File: config.mk
export PLATFORM = sky130hd
export DESIGN_NAME = grf_wb_sched
export DESIGN_NICKNAME = d
export VERILOG_FILES = /design/src/rtl/grf_sched_pkg.sv /design/src/rtl/grf_sched_cmp.sv /design/src/rtl/grf_wb_sched.sv
export SDC_FILE = /design/constraint.sdc
export NUM_CORES = 1
export LEC_CHECK = 0
export CORE_ASPECT_RATIO = 0.5
export CORE_MARGIN = 3
export CORE_UTILIZATION = 54
export CTS_CLUSTER_DIAMETER = 50
export DETAILED_ROUTE_END_ITERATION = 10
export PLACE_DENSITY = 0.84
export SYNTH_ARGS = -nofsm -noshare
export SYNTH_HDL_FRONTEND = slang
export SYNTH_SLANG_ARGS = --single-unit
File: constraint.sdc
create_clock -name clk -period 14.1 [get_ports clk]
set_clock_uncertainty 0.15 [all_clocks]
set_input_delay 4.23 -clock clk [delete_from_list [all_inputs] [get_ports clk]]
set_output_delay 4.23 -clock clk [all_outputs]
set_load 0.005 [all_outputs]
File: src/rtl/grf_sched_pkg.sv
// Shared types and helpers for the GRF writeback scheduler: slot layout,
// default latency depth and the issue-latency clamp.
package grf_sched_pkg;

   localparam int MAXLAT_DEF = 4;

   typedef struct packed {
      logic        valid;
      logic [4:0]  addr;
      logic [31:0] pc;
   } slot_t;

   // Latencies of 0 or above the slot depth fall back to the deepest slot.
   function automatic logic [3:0] clamp_lat(input logic [2:0] lat, input int maxlat);
      if (lat == 3'd0 || int'(lat) > maxlat)
         return 4'(maxlat);
      return {1'b0, lat};
   endfunction

endpackage

File: src/rtl/grf_sched_cmp.sv
// Per-slot address comparators: RAW/WAW hit detection against the pending
// writes and the one-hot busy decode.
module grf_sched_cmp
   import grf_sched_pkg::*;
#(
   parameter int MAXLAT = MAXLAT_DEF
) (
   input  slot_t [MAXLAT-1:0] slots,
   input  logic  [4:0]        rs,
   input  logic  [4:0]        rt,
   input  logic               use_rs,
   input  logic               use_rt,
   input  logic               wr,
   input  logic  [4:0]        rd,
   output logic               raw,
   output logic               waw,
   output logic  [31:0]       busy
);

   logic [MAXLAT-1:0] hit_rs, hit_rt, hit_rd;

   for (genvar i = 0; i < MAXLAT; i++) begin : g_slot
      assign hit_rs[i] = slots[i].valid && (slots[i].addr == rs);
      assign hit_rt[i] = slots[i].valid && (slots[i].addr == rt);
      assign hit_rd[i] = slots[i].valid && (slots[i].addr == rd);
   end

   // $0 never creates a slot, but the nonzero guards keep it hazard-free regardless.
   assign raw = (use_rs && (rs != 5'd0) && (|hit_rs)) ||
                (use_rt && (rt != 5'd0) && (|hit_rt));
   assign waw = wr && (rd != 5'd0) && (|hit_rd);

   always_comb begin
      busy = '0;
      for (int i = 0; i < MAXLAT; i++)
         if (slots[i].valid)
            busy[slots[i].addr] = 1'b1;
      busy[0] = 1'b0;
   end

endmodule

File: src/rtl/grf_wb_sched.sv
// GRF writeback scheduler: a shift register of result slots that delivers each
// accepted write to the register file exactly L cycles after issue, stalling on hazards.
module grf_wb_sched
   import grf_sched_pkg::*;
#(
   parameter int MAXLAT = MAXLAT_DEF
) (
   input  logic        clk,
   input  logic        reset,
   input  logic        iss_valid,
   input  logic [4:0]  iss_rs,
   input  logic [4:0]  iss_rt,
   input  logic        iss_use_rs,
   input  logic        iss_use_rt,
   input  logic        iss_wr,
   input  logic [4:0]  iss_rd,
   input  logic [2:0]  iss_lat,
   input  logic [31:0] iss_pc,
   output logic        iss_stall,
   output logic        grf_we,
   output logic [4:0]  grf_waddr,
   output logic [31:0] grf_pc,
   output logic [31:0] busy,
   output logic [31:0] stall_cnt
);

   slot_t [MAXLAT-1:0] slots, slots_nxt;
   logic [3:0]         lat;
   logic               wr_req, raw, waw, struct_hz, accept;

   assign lat    = clamp_lat(iss_lat, MAXLAT);
   assign wr_req = iss_wr && (iss_rd != 5'd0);

   grf_sched_cmp #(.MAXLAT(MAXLAT)) u_cmp (
      .slots  (slots),
      .rs     (iss_rs),
      .rt     (iss_rt),
      .use_rs (iss_use_rs),
      .use_rt (iss_use_rt),
      .wr     (iss_wr),
      .rd     (iss_rd),
      .raw    (raw),
      .waw    (waw),
      .busy   (busy)
   );

   // Pre-shift slot[L] becomes post-shift slot[L-1]; L==MAXLAT lands in the refilled slot.
   always_comb begin
      struct_hz = 1'b0;
      for (int i = 0; i < MAXLAT; i++)
         if (wr_req && (4'(i) == lat))
            struct_hz = slots[i].valid;
   end

   assign iss_stall = !reset && iss_valid && (raw || waw || struct_hz);
   assign accept    = iss_valid && !iss_stall;

   always_comb begin
      for (int i = 0; i < MAXLAT - 1; i++)
         slots_nxt[i] = slots[i+1];
      slots_nxt[MAXLAT-1] = '0;
      for (int i = 0; i < MAXLAT; i++)
         if (accept && wr_req && (4'(i + 1) == lat))
            slots_nxt[i] = '{valid: 1'b1, addr: iss_rd, pc: iss_pc};
   end

   always_ff @(posedge clk or posedge reset) begin
      if (reset)
         slots <= '0;
      else
         slots <= slots_nxt;
   end

   always_ff @(posedge clk or posedge reset) begin
      if (reset)
         stall_cnt <= '0;
      else if (iss_stall && (stall_cnt != 32'hFFFF_FFFF))
         stall_cnt <= stall_cnt + 32'd1;
   end

   assign grf_we    = slots[0].valid;
   assign grf_waddr = slots[0].valid ? slots[0].addr : 5'd0;
   assign grf_pc    = slots[0].valid ? slots[0].pc   : 32'd0;

endmodule

# Word-level counts from Yosys, hierarchy flattened
# Cells that the tools add are included.
[word_totals]
ff_bits = 184
inputBits = 56
output_inout_bits = 103
[classes]
add_sub_neg = 1
order_cmp = 9
eq_ne = 17
n_mux = 25
n_bitwise = 3
n_reduce_logical = 49
[op_table]
columns = ["op", "count"]
rows = [
  ["$mux 32", 5],
  ["$mux 38", 4],
  ["$or 32x32->32", 3],
  ["$eq 5x5->1", 12],
  ["$logic_and 1x1->1", 35],
  ["$add 32x1->32 const B", 1],
  ["$ne 32x32->1 const B", 1],
  ["$lt 5x6->1 const B", 4],
  ["$demux 1 s5", 4],
  ["$ge 5x1->1 const B", 4],
  ["$reduce_bool 5->1", 3],
  ["$reduce_or 4->1", 3],
  ["$mux 1", 9],
  ["$eq 2x4->1 const A", 2],
  ["$mux 4", 2],
  ["$mux 5", 1],
  ["$eq 1x4->1 const A", 1],
  ["$eq 3x4->1 const A", 1],
  ["$logic_not 4->1", 1],
  ["$logic_or 1x1->1", 4],
  ["$gt 3x3->1 const B", 1],
  ["$logic_not 3->1", 1],
  ["$logic_not 1->1", 2],
]

# Longest topological paths before layout
# Gate-level depths: netlist of the first run.
[depth]
ltp_word = 17
depth_mapped = 12

# Modules after synthesis
# A second synthesis of the first run with hierarchy kept.
[hier_totals]
cells_unflattened = 818
area_unflattened_um2 = 9585.4
[modules_own_cells]
columns = ["module", "instances", "cells_each", "area_per_inst_um2", "seq_area_each_um2"]
rows = [
  ["grf_wb_sched", 1, 540, 7628.6, 4604.4],
  ["grf_sched_cmp", 1, 278, 1956.9, 0.0],
]

# Worst setup path before layout of the first run
# Ideal clock, no wire load.
[synth_path]
path_kind = "input port to output port"
startpoint = "input reset"
endpoint = "output iss_stall"
t_arrival_ns = 8.562
path_slack_ns = 1.158
path_stages = 3
n_path_buf = 0
path_cell_list = "inv_1 -> nand2_1 -> nor2_1"
[synth_between]
elab_chain_cells = 3
[synth_rtl]
columns = ["element", "line_no", "source"]
rows = [
  ["start: declaration", "grf_wb_sched.sv:9", "input logic reset,"],
  ["$logic_not 1->1 (no line)", "n/a", ""],
  ["$logic_and 1x1->1 (2 in a row)", "grf_wb_sched.sv:55", "assign iss_stall = !reset && iss_valid && (raw || waw || struct_hz);"],
  ["end: declaration", "grf_wb_sched.sv:19", "output logic iss_stall,"],
]
# Every way passes these cells.

# Final worst setup path of the first run
[layout_path]
startpoint = "input iss_lat[0]"
endpoint = "output iss_stall"
[layout_between]
elab_chain_cells = 12
elab_cells_between_ends = 19
classes_between = "order compare: 1; eq/ne: 3; mux: 6; reduce/logical: 9"
[layout_rtl]
columns = ["element", "line_no", "source"]
rows = [
  ["start: declaration", "grf_wb_sched.sv:17", "input logic [2:0] iss_lat,"],
  ["$gt 3x3->1 or $logic_not 3->1 (tied branches)", "grf_sched_pkg.sv:15", "if (lat == 3'd0 || int'(lat) > maxlat)"],
  ["$logic_or 1x1->1", "grf_sched_pkg.sv:15", ""],
  ["$mux 1", "grf_sched_pkg.sv:15", ""],
  ["$mux 4 (*)", "grf_sched_pkg.sv:17", "return {1'b0, lat};"],
  ["$logic_not 4->1", "grf_wb_sched.sv:51", "if (wr_req && (4'(i) == lat))"],
  ["$logic_and 1x1->1", "grf_wb_sched.sv:51", ""],
  ["$mux 1 (3 in a row)", "grf_wb_sched.sv:51", ""],
  ["$mux 1 (*)", "grf_wb_sched.sv:51", ""],
  ["$logic_or 1x1->1 (*)", "grf_wb_sched.sv:55", ""],
  ["$logic_and 1x1->1 (*)", "grf_wb_sched.sv:55", ""],
]
# Every way passes the cells marked *; elsewhere a longest branch is shown, timed or not.

==> qor.txt, run 1 <==
=================================================================================================
Clock latency reported for the late side of the worst-skew pair ....................      0.41 ns
Number of placed instances with taps included ......................................         1106
CP delay by family, top ............................................................ buffers and inverters
Combinational power share ..........................................................         8.2%
Half-perimeter wire length after placement .........................................      15.2 mm
Post-CTS resize count ..............................................................            0
Detailed-routing iteration count for the pre-antenna-repair pass ...................            7
Startpoint type of the worst setup path ............................................   input port
Worst hold path type ............................................................... flip-flop to flip-flop
Status ............................................................................. complete, no violations
Initial cell density of the core ...................................................        55.7%
CP Buf/Inv Count ...................................................................            2
Most frequent CP cell .............................................................. sky130_fd_sc_hd__clkdlybuf4s50_1
Placeable core area ................................................................   16600 um^2
Multi-input logic area .............................................................    4250 um^2
Drt first-iter violations ..........................................................          503
Placed Area ........................................................................   10800 um^2
CP Data Required Time ..............................................................      9.72 ns
Number of register bits inferred by synthesis ......................................          184
Number of antenna violations at the first check in global routing ..................            0
Register Area ......................................................................    4600 um^2
TritonCTS Buffers ..................................................................           17
Cell count after synthesis .........................................................          784
FMAX ...............................................................................   0.0876 GHz
Via count of the first global-routing pass .........................................         6975
Final Critical Period ..............................................................     11.41 ns
Final design area excluding fillers ................................................   11400 um^2
Share of Yosys cell area claimed by the top area cell type .........................        49.9%
Number of levels in the clock H-tree ...............................................            4
Critical Path Sink Type ............................................................  output port
Worst-path cell with the longest stage delay ....................................... sky130_fd_sc_hd__a222oi_1
Final estimated routing congestion in global placement .............................        0.909
Post-synth EDFFs ...................................................................            0
Overall Global Routing Usage .......................................................        25.2%
Netlist area before placement ......................................................    9220 um^2
Overflow left after global routing .................................................            0
Detailed-route via count ...........................................................         6600
Standard-cell row count ............................................................           33
Power, Total .......................................................................      1110 uW
Clock slew at the register clock pins of the worst setup and hold paths ............      0.07 ns
Pins over their slew limit .........................................................            0
Sequential power share .............................................................        50.6%
Number of sinks handled by clock tree synthesis ....................................          184
Floorplan die height ...............................................................      98.4 um
Proportion of layout cells with a drive suffix above 1 .............................        16.9%
Async set or reset register ratio after synthesis ..................................         100%
# hold bufs at CTS .................................................................            0
Root Buffer ........................................................................ sky130_fd_sc_hd__clkbuf_16
Count of non-filler cells in the finished layout ...................................         1138
Sequential element share of the synthesized area ...................................        49.9%
Net switching power ................................................................       279 uW
Delay of the slowest cell on the worst path ........................................      0.47 ns
P per Cell Area .................................................................... 97.5 nW/um^2
Setup total negative slack .........................................................         0 ns
Total detailed-routing wirelength ..................................................      23.1 mm
Post-synthesis cell type with the largest combined area ............................ sky130_fd_sc_hd__dfrtp_1
Switching share of power ...........................................................        25.2%
Pre-CTS WS .........................................................................      2.70 ns
Fill cell instance count of the final layout .......................................         1171
Largest net degree at the start of global routing ..................................           78
Horizontal extent of the die .......................................................       191 um
Global-route wire length before repair .............................................      37.5 mm
Clock tree buffer depth ............................................................            2
Cell-internal power ................................................................       827 uW
Final worst-path cycle share .......................................................        81.0%
Worst slew margin ..................................................................        16.8%
Antenna diode instance count .......................................................            0
Die ar. ............................................................................   18800 um^2
Number of distinct library cell variants in the gate-level netlist after synthesis .           46
Most used cells in the layout excluding fill and tap cells ......................... 184 x sky130_fd_sc_hd__dfrtp_1, 157 x sky130_fd_sc_hd__clkdlybuf4s50_1, 81 x sky130_fd_sc_hd__mux2_2
Commonest non-fill, non-tap cell in the layout ..................................... sky130_fd_sc_hd__dfrtp_1
Ordered cell list for the critical path ............................................ clkdlybuf4s50_1 -> or2_2 -> ha_1 -> nor2b_1 -> mux4_2 -> nand2_1 -> nand4_1 -> a222oi_1 -> nor2_1 -> clkdlybuf4s50_1
Most common flop cell mapped by yosys .............................................. sky130_fd_sc_hd__dfrtp_1
TritonCTS clock tree ...............................................................        built
Yosys warning total ................................................................            0
Smallest setup slack after layout ..................................................      2.69 ns
Number of nets produced by synthesis ...............................................          842
Clk pwr share ......................................................................        41.1%
Type of the worst setup path ....................................................... input port to output port
Leakage ............................................................................   0.00538 uW
Number of max-capacitance violations reported ......................................            0
Slew at the pin closest to its max-slew limit ......................................      1.25 ns
Buffers inserted during post-CTS setup optimization ................................            0
Largest cells by area after synthesis .............................................. sky130_fd_sc_hd__dfrtp_1 50%, sky130_fd_sc_hd__mux2_2 9.9%, sky130_fd_sc_hd__xor2_1 7.0%
Count of input and output buffers ..................................................          157
Crit path DAT ......................................................................      7.03 ns
Setup repair after global routing missed its margin ................................        false
Final count of hold timing violations ..............................................            0
Synthesized area divided by synthesized cell count .................................    11.8 um^2
Setup violators final ..............................................................            0
Layout overhead on the synthesized area ............................................        23.1%
Routed wirelength normalized by instance count .....................................      20.3 um
Final net count ....................................................................          956
Max FO, Critical Path ..............................................................            5
Vias per cell ......................................................................         5.80
Worst vdd rail ir drop .............................................................  0.0000834 V
Number of primary I/O pins .........................................................          159
Antenna viol nets, final ...........................................................            0
DRC ................................................................................            0
=================================================================================================
==> cells in the mapped netlist (5+ instances only) <==
| master | instances |
|---|---|
| sky130_fd_sc_hd__or3b_2 | 5 |
| sky130_fd_sc_hd__xor2_1 | 74 |
| sky130_fd_sc_hd__and3_1 | 14 |
| sky130_fd_sc_hd__clkbuf_1 | 28 |
| sky130_fd_sc_hd__nand4_1 | 6 |
| sky130_fd_sc_hd__nor2_1 | 23 |
| sky130_fd_sc_hd__nor3b_1 | 8 |
| sky130_fd_sc_hd__dfrtp_1 | 184 |
| sky130_fd_sc_hd__nor4_1 | 12 |
| sky130_fd_sc_hd__buf_6 | 10 |
| sky130_fd_sc_hd__mux2_1 | 12 |
| sky130_fd_sc_hd__mux2_2 | 81 |
| sky130_fd_sc_hd__nand2_1 | 31 |
| sky130_fd_sc_hd__a22oi_1 | 21 |
| sky130_fd_sc_hd__inv_1 | 5 |
| sky130_fd_sc_hd__mux2_4 | 19 |
| sky130_fd_sc_hd__buf_2 | 24 |
| sky130_fd_sc_hd__nor3_1 | 17 |
| sky130_fd_sc_hd__and3b_1 | 8 |
| sky130_fd_sc_hd__nand2b_1 | 5 |
| sky130_fd_sc_hd__o221ai_1 | 21 |
| sky130_fd_sc_hd__and2_1 | 78 |
| sky130_fd_sc_hd__nand3b_1 | 9 |
| sky130_fd_sc_hd__a221o_1 | 11 |
| sky130_fd_sc_hd__nand3_1 | 19 |
| sky130_fd_sc_hd__o22ai_1 | 10 |
| sky130_fd_sc_hd__xnor2_1 | 17 |
==> registers in the layout, indices dropped and copies added, names as in the netlist <==
name and cells:
grf_we 1, slots 151, stall_cnt 32
==> worst paths after layout <==
kind | from | to | slack (ns) | depth (start not counted)
worst max-delay path | iss_lat[0] | iss_stall | 2.69 | 10
worst min-delay path | slots[57] | slots[19] | 0.32 | 1
worst max register to register | grf_we | slots[32] | 10.46 | 7
worst min register to register | slots[57] | slots[19] | 0.32 | 1
max in group asynchronous | reset | slots[111] | 8.42 | 3
min in group asynchronous | reset | stall_cnt[10] | 4.08 | 2
==> worst reg2reg max path, cell delays in order (launching register included) <==
cell and delay [ns]:
sky130_fd_sc_hd__dfrtp_1 0.66, sky130_fd_sc_hd__mux4_2 0.56, sky130_fd_sc_hd__nand2_1 0.08, sky130_fd_sc_hd__nand4_1 0.09, sky130_fd_sc_hd__a221o_1 0.36, sky130_fd_sc_hd__nand2_2 0.15, sky130_fd_sc_hd__nand3_2 0.81, sky130_fd_sc_hd__mux2_1 0.66
==> logic make-up after synthesis <==
logic type               after synthesis  share of synthesized area [%]
XOR/XNOR                              91                           8.64
AND/OR/NAND/NOR                      252                           16.1
adder cells (fa/ha/maj)                2                          0.271
multiplexers                         113                           14.7
flip-flops                           184                           49.9
buffers and inverters                 72                           4.22
other                                  1                         0.0407
AO/OA/AOI/OAI                         69                           6.08
==> power by group through the flow <==
| stage | clock, uW | combinational, uW | sequential, uW |
|---|---|---|---|
| after floorplan | 0 | 59.4 | 561 |
| after global placement | 0 | 88.5 | 569 |
| after detailed placement | 0 | 91.3 | 570 |
| after CTS | 464 | 92.2 | 560 |
| after global routing | 488 | 101 | 562 |
| final | 455 | 91.2 | 560 |
==> through the flow <==
step                hold WS, ns  utilization (%)
global route              0.336             68.6
floorplan                 0.289                -
CTS                       0.325             68.6
detailed placement        0.309             65.0
finish                    0.318             68.6
global placement          0.296             65.0
==> final cells by class <==
cell class                 instances  share of cell area [%]
sequential                       184                    40.6
multi-input combinational        528                    37.4
timing repair buffer             162                    14.2
clock buffer                      17                    3.75
tap                              227                    2.50
clock inverter                    15                    1.38
inverter                           5                   0.209
==> metal layers <==
layer / routed length (um) / up-vias / GRT usage, %
li1: - / 2973 / -
met2: 11300 / 290 / 42.9
met5: 0 / - / 0
met1: 9670 / 3293 / 32.9
met4: 340 / 0 / 7.32
met3: 1810 / 44 / 5.37
(Power assumes the default switching activity.)
==> run 2: changes to the inputs <==
--- a/config.mk
+++ b/config.mk
@@ -7,10 +7,10 @@
 export LEC_CHECK = 0
 export CORE_ASPECT_RATIO = 0.5
 export CORE_MARGIN = 3
-export CORE_UTILIZATION = 54
+export CORE_UTILIZATION = 48
 export CTS_CLUSTER_DIAMETER = 50
 export DETAILED_ROUTE_END_ITERATION = 10
-export PLACE_DENSITY = 0.84
+export PLACE_DENSITY = 0.79
 export SYNTH_ARGS = -nofsm -noshare
 export SYNTH_HDL_FRONTEND = slang
 export SYNTH_SLANG_ARGS = --single-unit
==> constraint.sdc (replaced) <==
create_clock -name clk -period 9.4 [get_ports clk]
set_clock_uncertainty 0.15 [all_clocks]
set_input_delay 2.82 -clock clk [delete_from_list [all_inputs] [get_ports clk]]
set_output_delay 2.82 -clock clk [all_outputs]
set_load 0.005 [all_outputs]
==> run 2 against run 1 <==
Largest power group unchanged. Highest routed layer unchanged. Worst hold slack gained 0.0033 ns. Utilization shrank 7.4 points. Critical path depth is the same. Combinational power grew 51%.
==> qor.txt, run 2 (synthesis results as in run 1) <==
======================================================================================
Antenna viol nets, final ................................................            0
Largest net degree at the start of global routing .......................           74
Via count of the first global-routing pass ..............................         6984
Worst vdd rail ir drop ..................................................   0.000143 V
Standard-cell row count .................................................           35
Count of input and output buffers .......................................          157
Commonest non-fill, non-tap cell in the layout .......................... sky130_fd_sc_hd__dfrtp_1
Initial cell density of the core ........................................        49.6%
Drt first-iter violations ...............................................          494
Setup total negative slack ..............................................         0 ns
P per Cell Area .........................................................  145 nW/um^2
Worst slew margin .......................................................        20.3%
Proportion of layout cells with a drive suffix above 1 ..................        16.9%
Startpoint type of the worst setup path .................................   input port
Slew at the pin closest to its max-slew limit ...........................      1.19 ns
Clock slew at the register clock pins of the worst setup and hold paths .      0.07 ns
Horizontal extent of the die ............................................       202 um
Most used cells in the layout excluding fill and tap cells .............. 184 x sky130_fd_sc_hd__dfrtp_1, 157 x sky130_fd_sc_hd__clkdlybuf4s50_1, 81 x sky130_fd_sc_hd__mux2_2
TritonCTS clock tree ....................................................        built
Length of routed met2 wiring ............................................      11.8 mm
Reg with most FFs .......................................................        slots
Setup violators final ...................................................            0
Number of sinks handled by clock tree synthesis .........................          184
Crit path DAT ...........................................................      5.61 ns
CP Data Required Time ...................................................      6.43 ns
TritonCTS Buffers .......................................................           17
Root Buffer ............................................................. sky130_fd_sc_hd__clkbuf_16
Global-route wire length before repair ..................................      37.9 mm
Smallest setup slack after layout .......................................     0.818 ns
FMAX ....................................................................    0.117 GHz
Status .................................................................. complete, no violations
Half-perimeter wire length after placement ..............................      15.4 mm
Placeable core area .....................................................   18600 um^2
Antenna diode instance count ............................................            0
Detailed-routing iteration count for the pre-antenna-repair pass ........            5
Final Critical Period ...................................................      8.58 ns
Floorplan die height ....................................................       104 um
Final count of hold timing violations ...................................            0
Post-CTS resize count ...................................................            0
Clock latency reported for the late side of the worst-skew pair .........      0.41 ns
Layout overhead on the synthesized area .................................        23.4%
Clock tree buffer depth .................................................            2
Overall Global Routing Usage ............................................        22.3%
Critical Path Sink Type .................................................  output port
Number of antenna violations at the first check in global routing .......            0
Routed length on met3 ...................................................      1.45 mm
# hold bufs at CTS ......................................................            0
Vias per cell ...........................................................         5.70
Worst hold path type .................................................... flip-flop to flip-flop
Setup repair after global routing missed its margin .....................        false
DRC .....................................................................            0
Pre-CTS WS ..............................................................     0.809 ns
Overflow left after global routing ......................................            0
Total detailed-routing wirelength .......................................      23.5 mm
Final worst-path cycle share ............................................        91.3%
Number of primary I/O pins ..............................................          159
Buffers inserted during post-CTS setup optimization .....................            0
Pins over their slew limit ..............................................            0
Type of the worst setup path ............................................ input port to output port
Leakage .................................................................   0.00538 uW
Number of flip-flops under the largest register name ....................          151
Detailed-route via count ................................................         6665
Uppermost layer routed ..................................................         met4
Max FO, Critical Path ...................................................            5
Die ar. .................................................................   21000 um^2
Routed metal-1 wire length ..............................................      9.91 mm
Final net count .........................................................          958
Final estimated routing congestion in global placement ..................        0.936
Routed wirelength normalized by instance count ..........................      20.1 um
Number of max-capacitance violations reported ...........................            0
Number of levels in the clock H-tree ....................................            4
======================================================================================
==> run 2: metrics by stage <==
step | util, % | hold WS, ns | std cells | power [uW] | area, um^2
6_report | 61.1 | 0.322 | 1170 | 1650 | 11400
5_1_grt | 61.1 | 0.341 | 1170 | 1720 | 11400
4_1_cts | 61.1 | 0.324 | 1170 | 1670 | 11400
3_5_place_dp | 58.2 | 0.311 | 1140 | 993 | 10800
3_3_place_gp | 58.2 | 0.292 | 1140 | 988 | 10800
2_1_floorplan | - | 0.289 | 784 | 930 | 9230
==> run 2: final cells by class <==
class | instances | area, um^2
Sequential cell | 184 | 4600
Clock buffer | 17 | 425
Timing Repair Buffer | 164 | 1620
Inverter | 5 | 22.5
Tap cell | 259 | 324
Clock inverter | 13 | 130
Fill cell | 1548 | 7230
Multi-Input combinational cell | 528 | 4250
==> run 2: per-layer routing <==
metal | vias up | GRT usage, %
met4 | 0 | 6.76
met1 | 3366 | 28.8
met5 | - | 0
met2 | 280 | 38.1
li1 | 2969 | -
met3 | 50 | 4.38
==> run 2: power by group <==
group | internal (uW) | switching [uW] | total [uW]
Clock | 350 | 325 | 676
Sequential | 815 | 25.5 | 841
Combinational | 69.3 | 68.3 | 138
==> run 2: critical path, stage by stage <==
cell and delay [ns]:
sky130_fd_sc_hd__clkdlybuf4s50_1 0.41, sky130_fd_sc_hd__or2_2 0.29, sky130_fd_sc_hd__ha_1 0.27, sky130_fd_sc_hd__nor2b_1 0.29, sky130_fd_sc_hd__mux4_2 0.36, sky130_fd_sc_hd__nand2_1 0.08
sky130_fd_sc_hd__nand4_1 0.10, sky130_fd_sc_hd__a222oi_1 0.44, sky130_fd_sc_hd__nor2_1 0.08, sky130_fd_sc_hd__clkdlybuf4s50_1 0.47
==> run 2: worst paths after layout <==
check / cells after the start / endpoint / slack [ns] / from
max reg2reg: 8 / slots[50] / 5.64 / grf_we
min reg2reg: 1 / slots[20] / 0.32 / slots[58]
max in group asynchronous: 4 / slots[72] / 4.80 / reset
min: 1 / slots[20] / 0.32 / slots[58]
min in group asynchronous: 3 / stall_cnt[12] / 2.92 / reset
max: 10 / iss_stall / 0.82 / iss_lat[0]
==> run 3: changes to the inputs <==
--- a/config.mk
+++ b/config.mk
@@ -11,6 +11,7 @@
 export CTS_CLUSTER_DIAMETER = 50
 export DETAILED_ROUTE_END_ITERATION = 10
 export PLACE_DENSITY = 0.79
+export SLEW_MARGIN = 10
 export SYNTH_ARGS = -nofsm -noshare
 export SYNTH_HDL_FRONTEND = slang
 export SYNTH_SLANG_ARGS = --single-unit
==> results of run 3 <==
Same layout as run 2: the final DEF is identical, and so are final timing and power.
